**config.mk**
```make
export PLATFORM = sky130hd
export DESIGN_NAME = vga_timing_gen
export DESIGN_NICKNAME = d
export VERILOG_FILES = /design/src/rtl/vga_timing_gen.sv
export SDC_FILE = /design/constraint.sdc
export NUM_CORES = 1
export LEC_CHECK = 0
export CORE_ASPECT_RATIO = 0.9
export CORE_UTILIZATION = 30
export DETAILED_ROUTE_END_ITERATION = 8
export PLACE_DENSITY = 0.6
export SLEW_MARGIN = 30
export SYNTH_ARGS = -nofsm -noshare
export SYNTH_HDL_FRONTEND = slang
export SYNTH_SLANG_ARGS = --single-unit
```
**constraint.sdc**
```tcl
create_clock -name clk -period 2.4 [get_ports clk]
set_input_delay 0.24 -clock clk [delete_from_list [all_inputs] [get_ports clk]]
set_output_delay 0.24 -clock clk [all_outputs]
set_load 0.03 [all_outputs]
```
**src/rtl/vga_timing_gen.sv**
```systemverilog
// -----------------------------------------------------------------------------
// vga_timing_gen
//
// Raster timing source for a VGA output. Sweeps a horizontal counter (hcnt)
// and a vertical counter (vcnt), presents them as col/row plus a 'valid'
// flag to a downstream pattern generator, and takes that generator's
// combinational colour back on rgb_in. The returned colour is registered
// in the same clock as the hsync/vsync decode. Colour and syncs therefore
// leave the block aligned, one pix_en cycle after the counters that
// produced them.
//
// Default geometry is 640x480@60 (800 x 525 total). The block advances one
// pixel per clk with pix_en = 1.
//
// Optional build feature:
//   FRAME_CNT_EN  - adds an 8-bit free-running frame counter output
//                   (frame_cnt). It increments on the edge where the raster
//                   wraps from the last pixel back to (0,0).
//
// Ports:
//   clk          in   1   single clock domain
//   rst_n        in   1   synchronous reset, active low
//   pix_en       in   1   pixel advance enable (tie high if clk is the pixel clock)
//   col          out 10   horizontal counter, 0..H_TOTAL-1
//   row          out 10   vertical counter, 0..V_TOTAL-1
//   valid        out  1   col/row lie inside the visible area
//   rgb_in       in   6   RRGGBB colour for the current col/row
//   rgb_out      out  6   registered colour to the pins, black while blanking
//   hsync        out  1   registered horizontal sync, active low
//   vsync        out  1   registered vertical sync, active low
//   frame_start  out  1   one-clk pulse aligned with rgb_out of pixel (0,0)
//   frame_cnt    out  8   frame counter (only with FRAME_CNT_EN)
//
// Constraint: H_TOTAL and V_TOTAL must both be <= 1024 (10-bit counters).
// -----------------------------------------------------------------------------
module vga_timing_gen #(
    parameter int H_ACTIVE = 640,
    parameter int H_FP     = 16,
    parameter int H_SYNC   = 96,
    parameter int H_BP     = 48,
    parameter int V_ACTIVE = 480,
    parameter int V_FP     = 10,
    parameter int V_SYNC   = 2,
    parameter int V_BP     = 33
) (
    input  logic       clk,
    input  logic       rst_n,
    input  logic       pix_en,
    output logic [9:0] col,
    output logic [9:0] row,
    output logic       valid,
    input  logic [5:0] rgb_in,
    output logic [5:0] rgb_out,
    output logic       hsync,
    output logic       vsync,
    output logic       frame_start
`ifdef FRAME_CNT_EN
    ,
    output logic [7:0] frame_cnt
`endif
);

    // -------------------------------------------------------------------------
    // Geometry
    // -------------------------------------------------------------------------
    localparam int H_TOTAL = H_ACTIVE + H_FP + H_SYNC + H_BP;
    localparam int V_TOTAL = V_ACTIVE + V_FP + V_SYNC + V_BP;

    // The phase boundaries are held at 11 bits. A boundary that equals 1024
    // (a total of exactly 1024 with an empty back porch) then still compares
    // correctly against a zero-extended 10-bit counter.
    localparam logic [10:0] H_FP_START   = 11'(H_ACTIVE);
    localparam logic [10:0] H_SYNC_START = 11'(H_ACTIVE + H_FP);
    localparam logic [10:0] H_BP_START   = 11'(H_ACTIVE + H_FP + H_SYNC);
    localparam logic [10:0] V_FP_START   = 11'(V_ACTIVE);
    localparam logic [10:0] V_SYNC_START = 11'(V_ACTIVE + V_FP);
    localparam logic [10:0] V_BP_START   = 11'(V_ACTIVE + V_FP + V_SYNC);

    localparam logic [9:0]  H_LAST = 10'(H_TOTAL - 1);
    localparam logic [9:0]  V_LAST = 10'(V_TOTAL - 1);

    // Raster phase of one axis. Both axes step through the same order:
    // ACTIVE -> FP -> SYNC -> BP -> ACTIVE.
    typedef enum logic [1:0] {
        PH_ACTIVE,
        PH_FP,
        PH_SYNC,
        PH_BP
    } phase_t;

    // Classify a counter value against the boundaries of one axis. An empty
    // porch gives two equal boundaries. The ordered tests then skip that
    // phase naturally.
    function automatic phase_t decode_phase(
        input logic [10:0] cnt,
        input logic [10:0] fp_start,
        input logic [10:0] sync_start,
        input logic [10:0] bp_start
    );
        if (cnt < fp_start) begin
            return PH_ACTIVE;
        end else if (cnt < sync_start) begin
            return PH_FP;
        end else if (cnt < bp_start) begin
            return PH_SYNC;
        end else begin
            return PH_BP;
        end
    endfunction

    // -------------------------------------------------------------------------
    // Raster counters
    // -------------------------------------------------------------------------
    logic [9:0] hcnt;
    logic [9:0] vcnt;
    logic [9:0] hcnt_next;
    logic [9:0] vcnt_next;
    logic       h_wrap;
    logic       v_wrap;

    always_comb begin
        // NOTE: every output of a combinational block gets a value before any
        // branch. No path can then leave it unassigned and infer a latch.
        vcnt_next = vcnt;

        h_wrap    = (hcnt == H_LAST);
        v_wrap    = (vcnt == V_LAST);
        hcnt_next = h_wrap ? 10'd0 : hcnt + 10'd1;

        // The vertical counter only moves on the last pixel of a line.
        if (h_wrap) begin
            vcnt_next = v_wrap ? 10'd0 : vcnt + 10'd1;
        end
    end

    always_ff @(posedge clk) begin
        // NOTE: state registers use non-blocking assignments. All flops then
        // sample pre-edge values, whatever the order of the statements.
        if (!rst_n) begin
            hcnt <= 10'd0;
            vcnt <= 10'd0;
        end else if (pix_en) begin
            hcnt <= hcnt_next;
            vcnt <= vcnt_next;
        end
    end

    // -------------------------------------------------------------------------
    // Phase decode of the current (pre-increment) counter values
    // -------------------------------------------------------------------------
    phase_t h_phase;
    phase_t v_phase;
    logic   hsync_d;
    logic   vsync_d;
    logic   at_origin;

    always_comb begin
        h_phase   = decode_phase({1'b0, hcnt}, H_FP_START, H_SYNC_START, H_BP_START);
        v_phase   = decode_phase({1'b0, vcnt}, V_FP_START, V_SYNC_START, V_BP_START);

        valid     = (h_phase == PH_ACTIVE) && (v_phase == PH_ACTIVE);

        // Syncs are active low. vsync covers the whole of each sync line,
        // so it ignores the horizontal position.
        hsync_d   = (h_phase != PH_SYNC);
        vsync_d   = (v_phase != PH_SYNC);

        at_origin = (hcnt == 10'd0) && (vcnt == 10'd0);
    end

    assign col = hcnt;
    assign row = vcnt;

    // -------------------------------------------------------------------------
    // Output stage: colour, syncs and frame marker share one register stage.
    // They therefore reach the pins mutually aligned, one pix_en after the
    // counters that produced them.
    // -------------------------------------------------------------------------
    always_ff @(posedge clk) begin
        if (!rst_n) begin
            rgb_out     <= 6'd0;
            hsync       <= 1'b1;
            vsync       <= 1'b1;
            frame_start <= 1'b0;
        end else begin
            // frame_start is cleared on gated edges. A slow pix_en therefore
            // still yields a pulse exactly one clk wide.
            frame_start <= pix_en && at_origin;

            if (pix_en) begin
                // Blanking forces black whatever the pattern generator returns.
                rgb_out <= valid ? rgb_in : 6'd0;
                hsync   <= hsync_d;
                vsync   <= vsync_d;
            end
        end
    end

`ifdef FRAME_CNT_EN
    // -------------------------------------------------------------------------
    // Frame counter: counts raster wraps from the last pixel back to (0,0).
    // It rolls over from 255 to 0 through normal 8-bit overflow.
    // -------------------------------------------------------------------------
    always_ff @(posedge clk) begin
        if (!rst_n) begin
            frame_cnt <= 8'd0;
        end else if (pix_en && h_wrap && v_wrap) begin
            frame_cnt <= frame_cnt + 8'd1;
        end
    end
`endif

endmodule

```
After elaboration in Yosys (flattened, before gate mapping)
Index checks and enable logic that the tools add are counted.

storage, ports and cells
  register bits after elaboration = 29
  input bits = 9
  output and inout port bits = 30
  word-level logic and storage cells = 35

operators by class
  add/subtract/negate cells = 2
  $lt $le $gt $ge = 6
  equality and inequality tests = 4
  mux-type cells = 9
  reduce and logical (&&, ||, !) cells = 8

operators by type and width
  cell                     number
  $lt A10 B10 Y1 const B   3
  $lt A10 B9 Y1 const B    3
  $add A10 B1 Y10 const B  2
  $eq A10 B10 Y1 const B   2
  $logic_not A10 Y1        2
  $mux W10                 2
  $mux W2                  4
  $mux W6                  1
  $logic_not A2 Y1         2
  $ne A2 B2 Y1 const B     2
  $logic_and A1 B1 Y1      3
  $mux W1                  2
  $reduce_and A2 Y1        1

Logic depth before layout (Yosys ltp)
  word-level depth = 7
  depth in mapped cells = 6
  depth with buffers taken out = 6

Worst setup path after synthesis
OpenSTA, ideal clock, no wires.

  path type = flip-flop to flip-flop
  start point = register hcnt[0] (netlist: col[0])
  end point = register vcnt[9] (netlist: row[9])
  library setup time = 0.071 ns
  arrival time = 1.887 ns
  required time = 2.329 ns
  slack = 0.443 ns
  stages on the path, launching flop included = 6
  path buffers = 0
  clock period less this slack = 1.957 ns
  cells stage by stage = dfxtp_1 ha_1 nand4_1 or4_4 or3_1 a21oi_1

on the way
  longest elaborated chain between the ends = 2

ends and longest elaborated chain
  what                         line  source
  from (decl)                  114   logic [9:0] hcnt;
  from (signal assigned)       143   hcnt <= hcnt_next;
  $eq A10 B10 Y1               126   h_wrap = (hcnt == H_LAST);
  $reduce_and A2 Y1 (no line)  --
  to (signal assigned)         144   vcnt <= vcnt_next;
  to (decl)                    115   logic [9:0] vcnt;

No other way between the ends.
A chain may end at the register's enable or synchronous reset.

Worst setup path in the final report
  start point = register hcnt[8] (netlist: col[8])
  end point = output port valid

on the way
  longest elaborated chain between the ends = 6
  elaborated cells between the ends (all ways) = 8
  those cells by class = order compare: 3; mux: 3; reduce/logical: 2

ends and longest elaborated chain
  what                     line  source
  $lt A10 B10 Y1           104   end else if (cnt < bp_start) begin
  $mux W1                  104
  $mux W2                  102   end else if (cnt < sync_start) begin
  $mux W2 (*)              100   if (cnt < fp_start) begin
  $logic_not A2 Y1 (*)     161   valid = (h_phase == PH_ACTIVE) && (v_phase == PH_ACTIVE);
  $logic_and A1 B1 Y1 (*)  161
  to (decl)                51    output logic valid,

Mark *: on every way between the ends. The rest lies on a longest branch, timed or not.

==> results.toml <==
[floorplan]
floorplan.rows = 23
die_h_um = 67.0
dieWidth_um = 74.2
ioPinCount = 39
coreArea_sq_mm = 0.00449
initial_core_util_pct = 31.3
floorplan_die_area_sq_mm = 0.00497

[power_and_ir_drop]
vdd_drop_max_mv = 0.234
total_power_mw = 0.998
leakage_nw = 0.719
pwr_density_cell_mw_per_mm2 = 509

[routing]
vias = 1290
count_of_tritonroute_iterations_in_the_first_routing_pass = 4
post-route-drc-count = 0
vias_per_cell = 4.83
detail_route.iter0.violations = 39
detail_route.wl_per_cell_um = 12.5
totalWireLength_um = 3350
drt.antenna.violating_nets = 0

[global_routing]
grt_start_max_net_pins = 16
grt_antenna_before_repair = 0
grt_pass1_wl_um = 5410
grt_remaining_overflow = 0
track_usage_pct = 14.8
grt_pass1_vias = 1087

[sta]
max_clock_freq_mhz = 485
post_route_clock_period_utilization_pct = 86.0
setup_tns_ns = 0
worst-slew-pin-transition_ns = 0.580
period_minus_slack_ns = 2.06
final.hold.worst_slack_ns = 0.498
setup_violations = 0
final-hold-violation-count = 0
relSlewSlack_pct = 61.0
grt_setup_unrepaired = "no"
fin_worst_skew_ns = 0.00402
timing_max_transition_violations_final = 0

[cells_and_area]
final_nets = 218
n_antenna_cell = 0
drive_above_1_share_pct = 7.80
regArea_sq_um = 581
filler_cell_count = 472
syn2layout_area_growth_pct = 39.4
summed_area_of_non_filler_cells_in_the_final_layout_sq_mm = 0.00196
multi_input_gate_area_sq_um = 779
final_core_utilization_pct = 43.7

[placement]
dp_hpwl_um = 2410
number_of_buffers_added_on_ports = 38
dpl_cell_area_sq_mm = 0.00187
routabilityCongestion = 0.851

[synthesis]
ys_dominant_reg_cell = "sky130_fd_sc_hd__dfxtp_1"
async_reset_ff_share_pct = 0
ys_seq_elements = 29
yosysTopAreaCell = "sky130_fd_sc_hd__dfxtp_1"
synth-edff-count = 0
top_area_cell_type_share_of_the_netlist_area_pct = 41.3
yosys-top-cells-area = "sky130_fd_sc_hd__dfxtp_1 (41%), sky130_fd_sc_hd__nor2b_1 (6.7%), sky130_fd_sc_hd__xnor2_1 (5.6%)"
leading_cell_types_by_count_after_synthesis = "sky130_fd_sc_hd__dfxtp_1 (29), sky130_fd_sc_hd__nor2_1 (16), sky130_fd_sc_hd__nor2b_1 (15)"
postSynthAreaPerCell_sq_um = 8.68
postSynthCellCount = 162
synth_fp_nets = 175
synthesis_warnings = 0
synth.lib_cells_used.distinct = 32
yosys.cell_count.top_type = "sky130_fd_sc_hd__dfxtp_1"
ys_seq_area_share_pct = 41.3
combined_area_of_all_synthesized_cells_sq_mm = 0.00141

[cts]
clk_pin_slew_ns = 0.06
clk_latency_ns = 0.27
post_cts_resize_count = 0
clock-root-buffer = "sky130_fd_sc_hd__clkbuf_8"
postCtsHoldBufs = 0
clock_tree.buffer_depth = 2
clock_buffer_count_from_cts = 5
postCtsSetupBuffers = 0
clock_sinks = 29
ctsHtreeMaxLevel = 2
tritoncts = "built"

[job]
max_cap_violations = 0

[worst_setup_path]
critical_path_start_type = "flop"
setup.reg_to_reg.worst_slack_ns = 0.49
worst_r2r_endpoint = "row[8]"
regToRegStartpoint = "col[0]"
crit_arrival_ns = 1.82
critical_path_required_ns = 2.16
r2r_cells = 6
critPathMaxFanout = 7
worstSetupPathType = "reg2out"
worstSetupEndpointType = "output port"

[min_path]
worst_hold_launch = "hsync"
whs_endpoint = "hsync"
timing.hold.worst.class = "reg2reg"
whs_path_depth = 2

[status]
run_status = "finished clean"
[stage by stage]
| stage | instances | setup slack [ns] |
|---|---|---|
| 2_1_floorplan | 162 | 0.443 |
| 5_1_grt | 267 | 0.234 |
| 4_1_cts | 267 | 0.346 |
| 6_report | 267 | 0.337 |
| 3_5_place_dp | 260 | 0.366 |
| 3_3_place_gp | 260 | 0.426 |
[cells by family after synthesis]
group,synth area share (%)
AOI/OAI and AO/OA,7.92
and+or+nand+nor,35.1
adders and majority gates,3.56
xor gates and xnor gates,8.10
muxes,0.712
DFF,41.3
buffers and inverters,3.29
[critical path: stages, from the launching register on]
cell and delay (ns):
sky130_fd_sc_hd__dfxtp_1 0.40, sky130_fd_sc_hd__o21ai_0 0.27, sky130_fd_sc_hd__nand2_1 0.10, sky130_fd_sc_hd__nor2_1 0.09
sky130_fd_sc_hd__clkdlybuf4s50_1 0.68
[power by group]
group / switching (mW) / total (mW) / internal, mW
Combinational: 0.0494 / 0.0972 / 0.0478
Clock: 0.174 / 0.401 / 0.227
Sequential: 0.00785 / 0.500 / 0.492
Total: 0.231 / 0.998 / 0.767
[registers in the layout, summed over array words and instances, names as in the netlist]
| name | cells |
|---|---|
| rgb_out | 6 |
| vsync | 1 |
| col | 10 |
| hsync | 1 |
| frame_start | 1 |
| row | 10 |
[metal layers]
metal | up-vias | GRT usage, % | part of all wire [%] | routed length [um]
met5 | - | 0 | 0 | 0
met4 | 0 | 5.05 | 0.84 | 28
met3 | 5 | 4.84 | 6.4 | 213
met2 | 41 | 20.3 | 42 | 1400
met1 | 591 | 21.1 | 51 | 1710
li1 | 653 | - | - | -
[cell usage in the layout (no fill, tap or decap), drive strengths merged, types with 5 or more instances in the layout]
cell type / count
dfxtp: 29
clkbuf: 7
a21oi: 8
o21ai: 7
inv: 5
nand2: 11
nor2: 16
buf: 5
nor2b: 15
nor4: 8
clkdlybuf4s50: 38
nand3: 6
xnor2: 9
[area by class of cell]
type | instances | area share (%)
tap | 62 | 3.96
inverter | 5 | 0.957
timing repair buffer | 43 | 21.3
clock buffer | 7 | 4.40
sequential | 29 | 29.6
multi-input combinational | 121 | 39.8
[worst max path at each step]
stage / startpoint / endpoint / slack [ns]
2_1_floorplan: col[0] / row[9] / 0.44
3_3_place_gp: pix_en / row[9] / 0.43
3_5_place_dp: pix_en / row[8] / 0.37
4_1_cts: col[8] / valid / 0.35
5_1_grt: col[8] / valid / 0.23
6_report: col[8] / valid / 0.34
Power figures use the tool's default switching activity.
